**config.mk**
```make
export PLATFORM = sky130hd
export DESIGN_NAME = fetch_unit_flat
export DESIGN_NICKNAME = d
export VERILOG_FILES = /design/src/rtl/fetch_unit_if.sv /design/src/rtl/fetch_unit.sv /design/src/flat_wrapper.sv
export SDC_FILE = /design/constraint.sdc
export NUM_CORES = 1
export LEC_CHECK = 0
export ABC_CLOCK_PERIOD_IN_PS = 7100
export BUFFER_PORTS_ARGS = -buffer_cell sky130_fd_sc_hd__clkbuf_2
export CAP_MARGIN = 5
export CORE_MARGIN = 10
export CORE_UTILIZATION = 51
export DETAILED_ROUTE_END_ITERATION = 12
export GPL_TIMING_DRIVEN = 0
export PLACE_DENSITY = 0.83
export RECOVER_POWER = 25
export SLEW_MARGIN = 5
export SYNTH_ARGS = -nofsm -noshare
export SYNTH_HDL_FRONTEND = slang
export SYNTH_SLANG_ARGS = --single-unit
```
**constraint.sdc**
```tcl
create_clock -name clk -period 7.1 [get_ports clk]
set_clock_uncertainty 0.1 [all_clocks]
set_input_delay 2.13 -clock clk [delete_from_list [all_inputs] [get_ports clk]]
set_output_delay 2.13 -clock clk [all_outputs]
set_load 0.02 [all_outputs]
```
**src/rtl/fetch_unit_if.sv**
```systemverilog
// Fetch-stage bundle: instruction-memory request/response plus the decode-side valid/stall/redirect signals.
// master = fetch unit, slave = memory/decode environment.
interface fetch_unit_if;
    logic        imem_req;
    logic [31:0] imem_addr;
    logic        imem_ready;
    logic        imem_rvalid;
    logic [31:0] imem_rdata;
    logic        stall;
    logic        redirect;
    logic [31:0] redirect_pc;
    logic        inst_valid;
    logic [31:0] inst_out;
    logic [31:0] PC_plus_4_output;

    modport master (
        output imem_req, imem_addr, inst_valid, inst_out, PC_plus_4_output,
        input  imem_ready, imem_rvalid, imem_rdata, stall, redirect, redirect_pc
    );

    modport slave (
        input  imem_req, imem_addr, inst_valid, inst_out, PC_plus_4_output,
        output imem_ready, imem_rvalid, imem_rdata, stall, redirect, redirect_pc
    );
endinterface

```
**src/rtl/fetch_unit.sv**
```systemverilog
// Instruction fetch: PC owner, one outstanding imem read, accept->inst_valid in 2 cycles.
// Stall backpressure absorbed by a one-entry skid buffer (HOLD); redirect overrides stall and squashes.
module fetch_unit #(
    parameter logic [31:0] RESET_PC = 32'h0000_0000
) (
    input  logic         clk,
    input  logic         rst,
    fetch_unit_if.master bus
);

    typedef enum logic [1:0] {
        S_FETCH = 2'd0,
        S_WAIT  = 2'd1,
        S_HOLD  = 2'd2
    } state_t;

    state_t      r_state;
    logic [31:0] r_pc;
    logic [31:0] r_inflight_pc;
    logic        r_squash;
    logic        r_inst_valid;
    logic [31:0] r_inst_out;
    logic [31:0] r_pc4;
    logic [31:0] r_skid_inst;
    logic [31:0] r_skid_pc4;

    logic        w_req;
    logic        w_accept;
    logic        w_consume;
    logic        w_can_load;
    logic [31:0] w_redirect_pc;

    // Request depends only on registered state (and reset), never on stall/redirect.
    assign w_req         = (r_state == S_FETCH) && !rst;
    assign w_accept      = w_req && bus.imem_ready;
    assign w_consume     = r_inst_valid && !bus.stall;
    assign w_can_load    = !r_inst_valid || w_consume;
    assign w_redirect_pc = bus.redirect_pc & ~32'h3;

    assign bus.imem_req         = w_req;
    assign bus.imem_addr        = {r_pc[31:2], 2'b00};
    assign bus.inst_valid       = r_inst_valid;
    assign bus.inst_out         = r_inst_out;
    assign bus.PC_plus_4_output = r_pc4;

    always_ff @(posedge clk or posedge rst) begin
        if (rst) begin
            r_state       <= S_FETCH;
            r_pc          <= RESET_PC & ~32'h3;
            r_inflight_pc <= 32'h0;
            r_squash      <= 1'b0;
            r_inst_valid  <= 1'b0;
            r_inst_out    <= 32'h0;
            r_pc4         <= 32'h0;
            r_skid_inst   <= 32'h0;
            r_skid_pc4    <= 32'h0;
        end else if (bus.redirect) begin
            r_pc         <= w_redirect_pc;
            r_inst_valid <= 1'b0;
            r_skid_inst  <= 32'h0;
            r_skid_pc4   <= 32'h0;
            case (r_state)
                S_FETCH: begin
                    // A request accepted alongside the redirect still returns data; mark it stale.
                    if (w_accept) begin
                        r_inflight_pc <= r_pc;
                        r_squash      <= 1'b1;
                        r_state       <= S_WAIT;
                    end
                end
                S_WAIT: begin
                    if (bus.imem_rvalid) begin
                        r_squash <= 1'b0;
                        r_state  <= S_FETCH;
                    end else begin
                        r_squash <= 1'b1;
                    end
                end
                default: r_state <= S_FETCH;
            endcase
        end else begin
            if (w_consume) begin
                r_inst_valid <= 1'b0;
            end
            case (r_state)
                S_FETCH: begin
                    if (w_accept) begin
                        r_inflight_pc <= r_pc;
                        r_pc          <= r_pc + 32'd4;
                        r_state       <= S_WAIT;
                    end
                end
                S_WAIT: begin
                    if (bus.imem_rvalid) begin
                        if (r_squash) begin
                            r_squash <= 1'b0;
                            r_state  <= S_FETCH;
                        end else if (w_can_load) begin
                            r_inst_valid <= 1'b1;
                            r_inst_out   <= bus.imem_rdata;
                            r_pc4        <= r_inflight_pc + 32'd4;
                            r_state      <= S_FETCH;
                        end else begin
                            r_skid_inst <= bus.imem_rdata;
                            r_skid_pc4  <= r_inflight_pc + 32'd4;
                            r_state     <= S_HOLD;
                        end
                    end
                end
                S_HOLD: begin
                    if (w_consume) begin
                        r_inst_valid <= 1'b1;
                        r_inst_out   <= r_skid_inst;
                        r_pc4        <= r_skid_pc4;
                        r_state      <= S_FETCH;
                    end
                end
                default: r_state <= S_FETCH;
            endcase
        end
    end

endmodule

```
**src/flat_wrapper.sv**
```systemverilog
// flat-port wrapper written by rule: the top's interface ports become plain ports
module fetch_unit_flat 
#(
    parameter logic [31:0] RESET_PC = 32'h0000_0000
)
  (clk, rst, bus_imem_req, bus_imem_addr, bus_inst_valid, bus_inst_out, bus_PC_plus_4_output, bus_imem_ready, bus_imem_rvalid, bus_imem_rdata, bus_stall, bus_redirect, bus_redirect_pc);
  fetch_unit_if bus_i ();
  input  logic clk;
  input  logic rst;
  output wire logic [$bits(bus_i.imem_req)-1:0] bus_imem_req;
  output wire logic [$bits(bus_i.imem_addr)-1:0] bus_imem_addr;
  output wire logic [$bits(bus_i.inst_valid)-1:0] bus_inst_valid;
  output wire logic [$bits(bus_i.inst_out)-1:0] bus_inst_out;
  output wire logic [$bits(bus_i.PC_plus_4_output)-1:0] bus_PC_plus_4_output;
  input wire logic [$bits(bus_i.imem_ready)-1:0] bus_imem_ready;
  input wire logic [$bits(bus_i.imem_rvalid)-1:0] bus_imem_rvalid;
  input wire logic [$bits(bus_i.imem_rdata)-1:0] bus_imem_rdata;
  input wire logic [$bits(bus_i.stall)-1:0] bus_stall;
  input wire logic [$bits(bus_i.redirect)-1:0] bus_redirect;
  input wire logic [$bits(bus_i.redirect_pc)-1:0] bus_redirect_pc;
  assign bus_imem_req = bus_i.imem_req;
  assign bus_imem_addr = bus_i.imem_addr;
  assign bus_inst_valid = bus_i.inst_valid;
  assign bus_inst_out = bus_i.inst_out;
  assign bus_PC_plus_4_output = bus_i.PC_plus_4_output;
  assign bus_i.imem_ready = bus_imem_ready;
  assign bus_i.imem_rvalid = bus_imem_rvalid;
  assign bus_i.imem_rdata = bus_imem_rdata;
  assign bus_i.stall = bus_stall;
  assign bus_i.redirect = bus_redirect;
  assign bus_i.redirect_pc = bus_redirect_pc;
  fetch_unit #(.RESET_PC(RESET_PC)) u_core (.clk(clk), .rst(rst), .bus(bus_i));
endmodule
```
Yosys cells after proc, flatten, opt, wreduce, memory -nomap -nowiden. Index checks and enable logic that the tools add are counted. Widths: inputs -> output; s select.

Add/subtract/negate cells: 2. $mul: 0. Divide/modulo/power cells: 0. Order comparisons: 0. Equality and inequality tests: 10. Shifts and indexed selects: 0. Muxes and demuxes: 45. Bitwise operators: 1. Reductions and logical operators: 20.

Operators by type and width (count): $mux 32 (21); $pmux 32 s2 (2); $add 32x3->32 const B (2); $mux 2 (7); $reduce_bool 2->1 (6); $mux 1 (11); $ne 2x2->1 const B (4); $reduce_and 4->1 (2); $ne 3x2->1 const B (2); $pmux 2 s3 (1); $reduce_and 2->1 (3); $reduce_and 6->1 (1); $ne 2x1->1 const B (2); $pmux 1 s2 (2); $pmux 2 s2 (1); $logic_and 1x1->1 (3); $logic_not 1->1 (3); $eq 2x1->1 const B (1); $eq 2x2->1 const B (1); $logic_not 2->1 (1); $logic_or 1x1->1 (1); $not 1->1 (1).

Bits in registers: 196. Bits in latches: 0. Memory bits (writable): 0. Memory bits (read-only): 0. Input bits: 70. Output and inout bits: 98. Logic and storage cells: 87. Memories kept: 0.

Logic depth before layout (Yosys ltp).
Depth in word-level cells: 8. Gate-level depth with buffers: 8.

Least setup slack after synthesis. Ideal clock, no wire load.

Path kind: input to output. From: input rst. To: output bus_imem_req. Arrival time: 2.454 ns. Required time: 4.870 ns. Slack: 2.416 ns. Stages: 1. Path buffers: 0. Cell sequence: nor2b_1.

Cells in the longest elaborated chain, start to end: 2.

RTL lines: from (decl) (line flat_wrapper.sv:9) `input logic rst;`; $logic_not 1->1 (line fetch_unit.sv:34) `assign w_req = (r_state == S_FETCH) && !rst;`; $logic_and 1x1->1 (line fetch_unit.sv:34); to (decl) (line flat_wrapper.sv:10) `output wire logic [$bits(bus_i.imem_req)-1:0] bus_imem_req;`.

Every way passes these cells.

==> impl_metrics.toml <==
[critical_path]
crit_chain = "clkbuf_1, clkinvlp_2, clkbuf_1, buf_12, clkbuf_1"
cp_common_cell = "clkbuf_1"
critical_path.top_delay_family = "buffers and inverters"
worstSetupStartpointType = "input port"
cpMaxStageDelayCell = "clkbuf_1"
crit_required_ns = 7.35
cp.arrival_ns = 5.37
crit_buf_inv = 5
crit_type = "in -> async"
r2r_setup_slack_ns = 4.37
cp_max_fo = 33
end_kind = "async pin"
max_stage_delay_ns = 1.36

[floorplan]
rows = 48
dieArea_um2 = 23500
die_y_um = 153
io-pin-count = 168
core-area_um2 = 17400
dieWidth_um = 153
initial_utilization_pct = 52.2

[logic_synthesis]
synth_area_um2 = 9060
synth-xor-area-share_pct = 5.32
synth_compound_area_share_pct = 11.6
synthAdderAreaFrac_pct = 0.691
ys_seq_area_share_pct = 52.5
syn_area_per_cell_um2 = 9.19
syn_inst = 986
synth_top_family_by_area = "simple AND/OR/NAND/NOR gates"
yosys.area_share.simple_pct = 21.9
yosysWarningCount = 0
synth_mux_area_share_pct = 4.45
synth-seq-cells = 190
synth.distinct_cells = 60

[sta]
fmax_ghz = 0.195
rsz0062_at_grt = "no"
max-slew-margin-rel_pct = -20.1
min_period_ns = 5.12
maxSlewViolCount = 33
setup_violations = 0
fin_tns_setup_ns = 0
fin_crit_sh_pct = 72.2
hold_violations = 0
tightest_slew_ns = 1.80

[global_route]
globalRoute.totalOverflow = 0
first_global_vias = 8128
grt_antenna_before_repair = 0
grt_start_max_net_pins = 42
track_usage_pct = 20.9
grt_pass1_wl_um = 40800

[run_status]
status = "finished with violations"
violations = "max-capacitance violations, max-slew violations"

[finish]
nets = 1250
fin_area_um2 = 10900
fin_cells = 1413
fillers = 1426
diodes = 0
area_growth_pct = 19.9
multi_input_area_um2 = 3990
regArea_um2 = 4750
drive_gt1_share_pct = 19.3
final_util_pct = 62.6

[drt]
drc_errors = 0
viasPerCell = 5.63
drtIter0Drc = 740
post_drt_wl_per_cell_um = 17.7
wl_um = 25000
drtPass1Iterations = 5
vias = 7949
final_antenna_net_count = 0

[clock_tree]
path_clk_slew_ns = 0.07
cts_resized = 0
cts_root_buffer = "clkbuf_16"
clock_path_buffers = 2
clkLatencyLatePin_ns = 0.44
cts_sinks = 190
post_cts_buffers = 0
numCtsBuffers = 17
cts_max_level = 4
cts_tree = "built"
cts_hold_buf = 0

[place]
dp.cells = 1381
placed_cell_area_um2 = 10300
gp_congestion = 0.865
hpwlAfterDp_um = 18500
io_buffers = 163

[pwr]
power_density_nw_per_um2 = 333
ir_drop_v = 0.000200
cellLeakagePower_nw = 5.03

[hold_path]
hold_class = "reg -> reg"

[job]
drv_cap = 1
[per-layer routing]
layer  vias up  global-route usage [%]  wire length (um)
met1      3841                    26.3             10600
met2       323                    34.5             12000
met5         -                       0                 0
li1       3732                       -                 -
met3        53                    4.52              1660
met4         0                    7.77               676
[path summary, 6_finish.rpt]
kind,start,endpoint,cells past startpoint
hold / removal,u_core.bus.PC_plus_4_output[22],u_core.bus.PC_plus_4_output[22],1
setup reg to reg,u_core.r_state[1],u_core.bus.PC_plus_4_output[18],8
hold reg to reg,u_core.bus.PC_plus_4_output[22],u_core.bus.PC_plus_4_output[22],1
min in group asynchronous,rst,u_core.r_pc[4],2
max in group clk,rst,bus_imem_req,3
setup / recovery,rst,u_core.r_skid_inst[17],5
[where the power goes]
group	leakage [nW]	switching (W)	internal, W
combinational	2.25	0.000710	0.000351
clock	0.300	0.000445	0.000543
sequential	2.48	0.000235	0.00134
[layout by cell type (no fill, tap or decap), drive strengths merged, types with 15 or more instances in the layout]
master / synthesis / final
xnor2: 18 / 18
nand4: 23 / 23
inv: 11 / 20
nor2: 59 / 59
a211oi: 17 / 17
o21ai: 97 / 97
nand3: 26 / 26
mux2i: 38 / 38
xor2: 37 / 37
clkbuf: 50 / 233
a21oi: 56 / 56
and3: 18 / 18
nor3: 17 / 17
nand2: 259 / 259
dfrtp: 190 / 190
buf: 11 / 15
[cell type report]
type                       count  area share, %
sequential                   190           43.8
multi-input combinational    725           36.7
timing repair buffer         169           8.37
clock buffer                  18           4.04
tap                          225           2.59
buffer                        61           2.53
clock inverter                14           1.54
inverter                      11          0.392
[synthesized netlist by cell type (all sizes together)]
library cell | count | area share [%]
xnor2 | 18 | 1.7
and3 | 18 | 1.3
nor3b | 1 | 0.083
and4 | 3 | 0.30
nand4b | 1 | 0.097
a311oi | 1 | 0.097
a221oi | 2 | 0.19
xor2 | 37 | 3.6
dfrtp | 190 | 52
a21o | 3 | 0.25
inv | 11 | 0.46
nor2 | 59 | 2.4
o22ai | 2 | 0.14
or3 | 7 | 0.55
clkbuf | 50 | 2.2
o22a | 1 | 0.097
nand3b | 1 | 0.083
mux2i | 38 | 4.2
o2bb2ai | 1 | 0.097
nor3 | 17 | 1.2
o31a | 2 | 0.21
a221o | 1 | 0.11
a22oi | 3 | 0.25
a31oi | 1 | 0.069
buf | 11 | 0.86
o21ai | 97 | 5.4
nor4b | 1 | 0.097
a2111oi | 1 | 0.097
and2 | 3 | 0.21
ha | 5 | 0.69
nand3 | 26 | 1.4
mux2 | 2 | 0.25
a21oi | 56 | 3.1
or2 | 1 | 0.069
nand4 | 23 | 1.8
nand2 | 259 | 11
a211oi | 17 | 1.5
conb | 1 | 0.041
nand2b | 3 | 0.21
or4 | 4 | 0.37
nor2b | 1 | 0.069
nor4 | 7 | 0.88
[stage by stage]
step / hold slack [ns] / setup WS, ns / total power [W]
finish: 0.378 / 1.98 / 0.00362
global route: 0.402 / 1.42 / 0.00382
CTS: 0.382 / 2.29 / 0.00364
detailed placement: 0.368 / 2.29 / 0.00265
global placement: 0.361 / 1.26 / 0.00259
floorplan: 0.367 / 2.42 / 0.00221
[kinds of logic (layout without fill, tap and decap cells)]
kind of cell / count (synthesis) / after routing
xor gates and xnor gates: 55 / 55
adders and majority gates: 5 / 5
and+or+nand+nor: 435 / 435
DFF: 190 / 190
AOI/OAI and AO/OA: 188 / 188
other: 1 / 2
buffers and inverters: 72 / 273
muxes: 40 / 40
[state kept, by name, indices dropped and copies added (netlist names)]
register                     count
u_core.r_skid_pc4               31
u_core.r_squash                  1
u_core.r_skid_inst              32
u_core.bus.inst_valid            1
u_core.r_inflight_pc            30
u_core.r_state                   2
u_core.bus.PC_plus_4_output     31
u_core.bus.inst_out             32
u_core.r_pc                     30
Note: power is estimated with default switching activity, not from simulation.
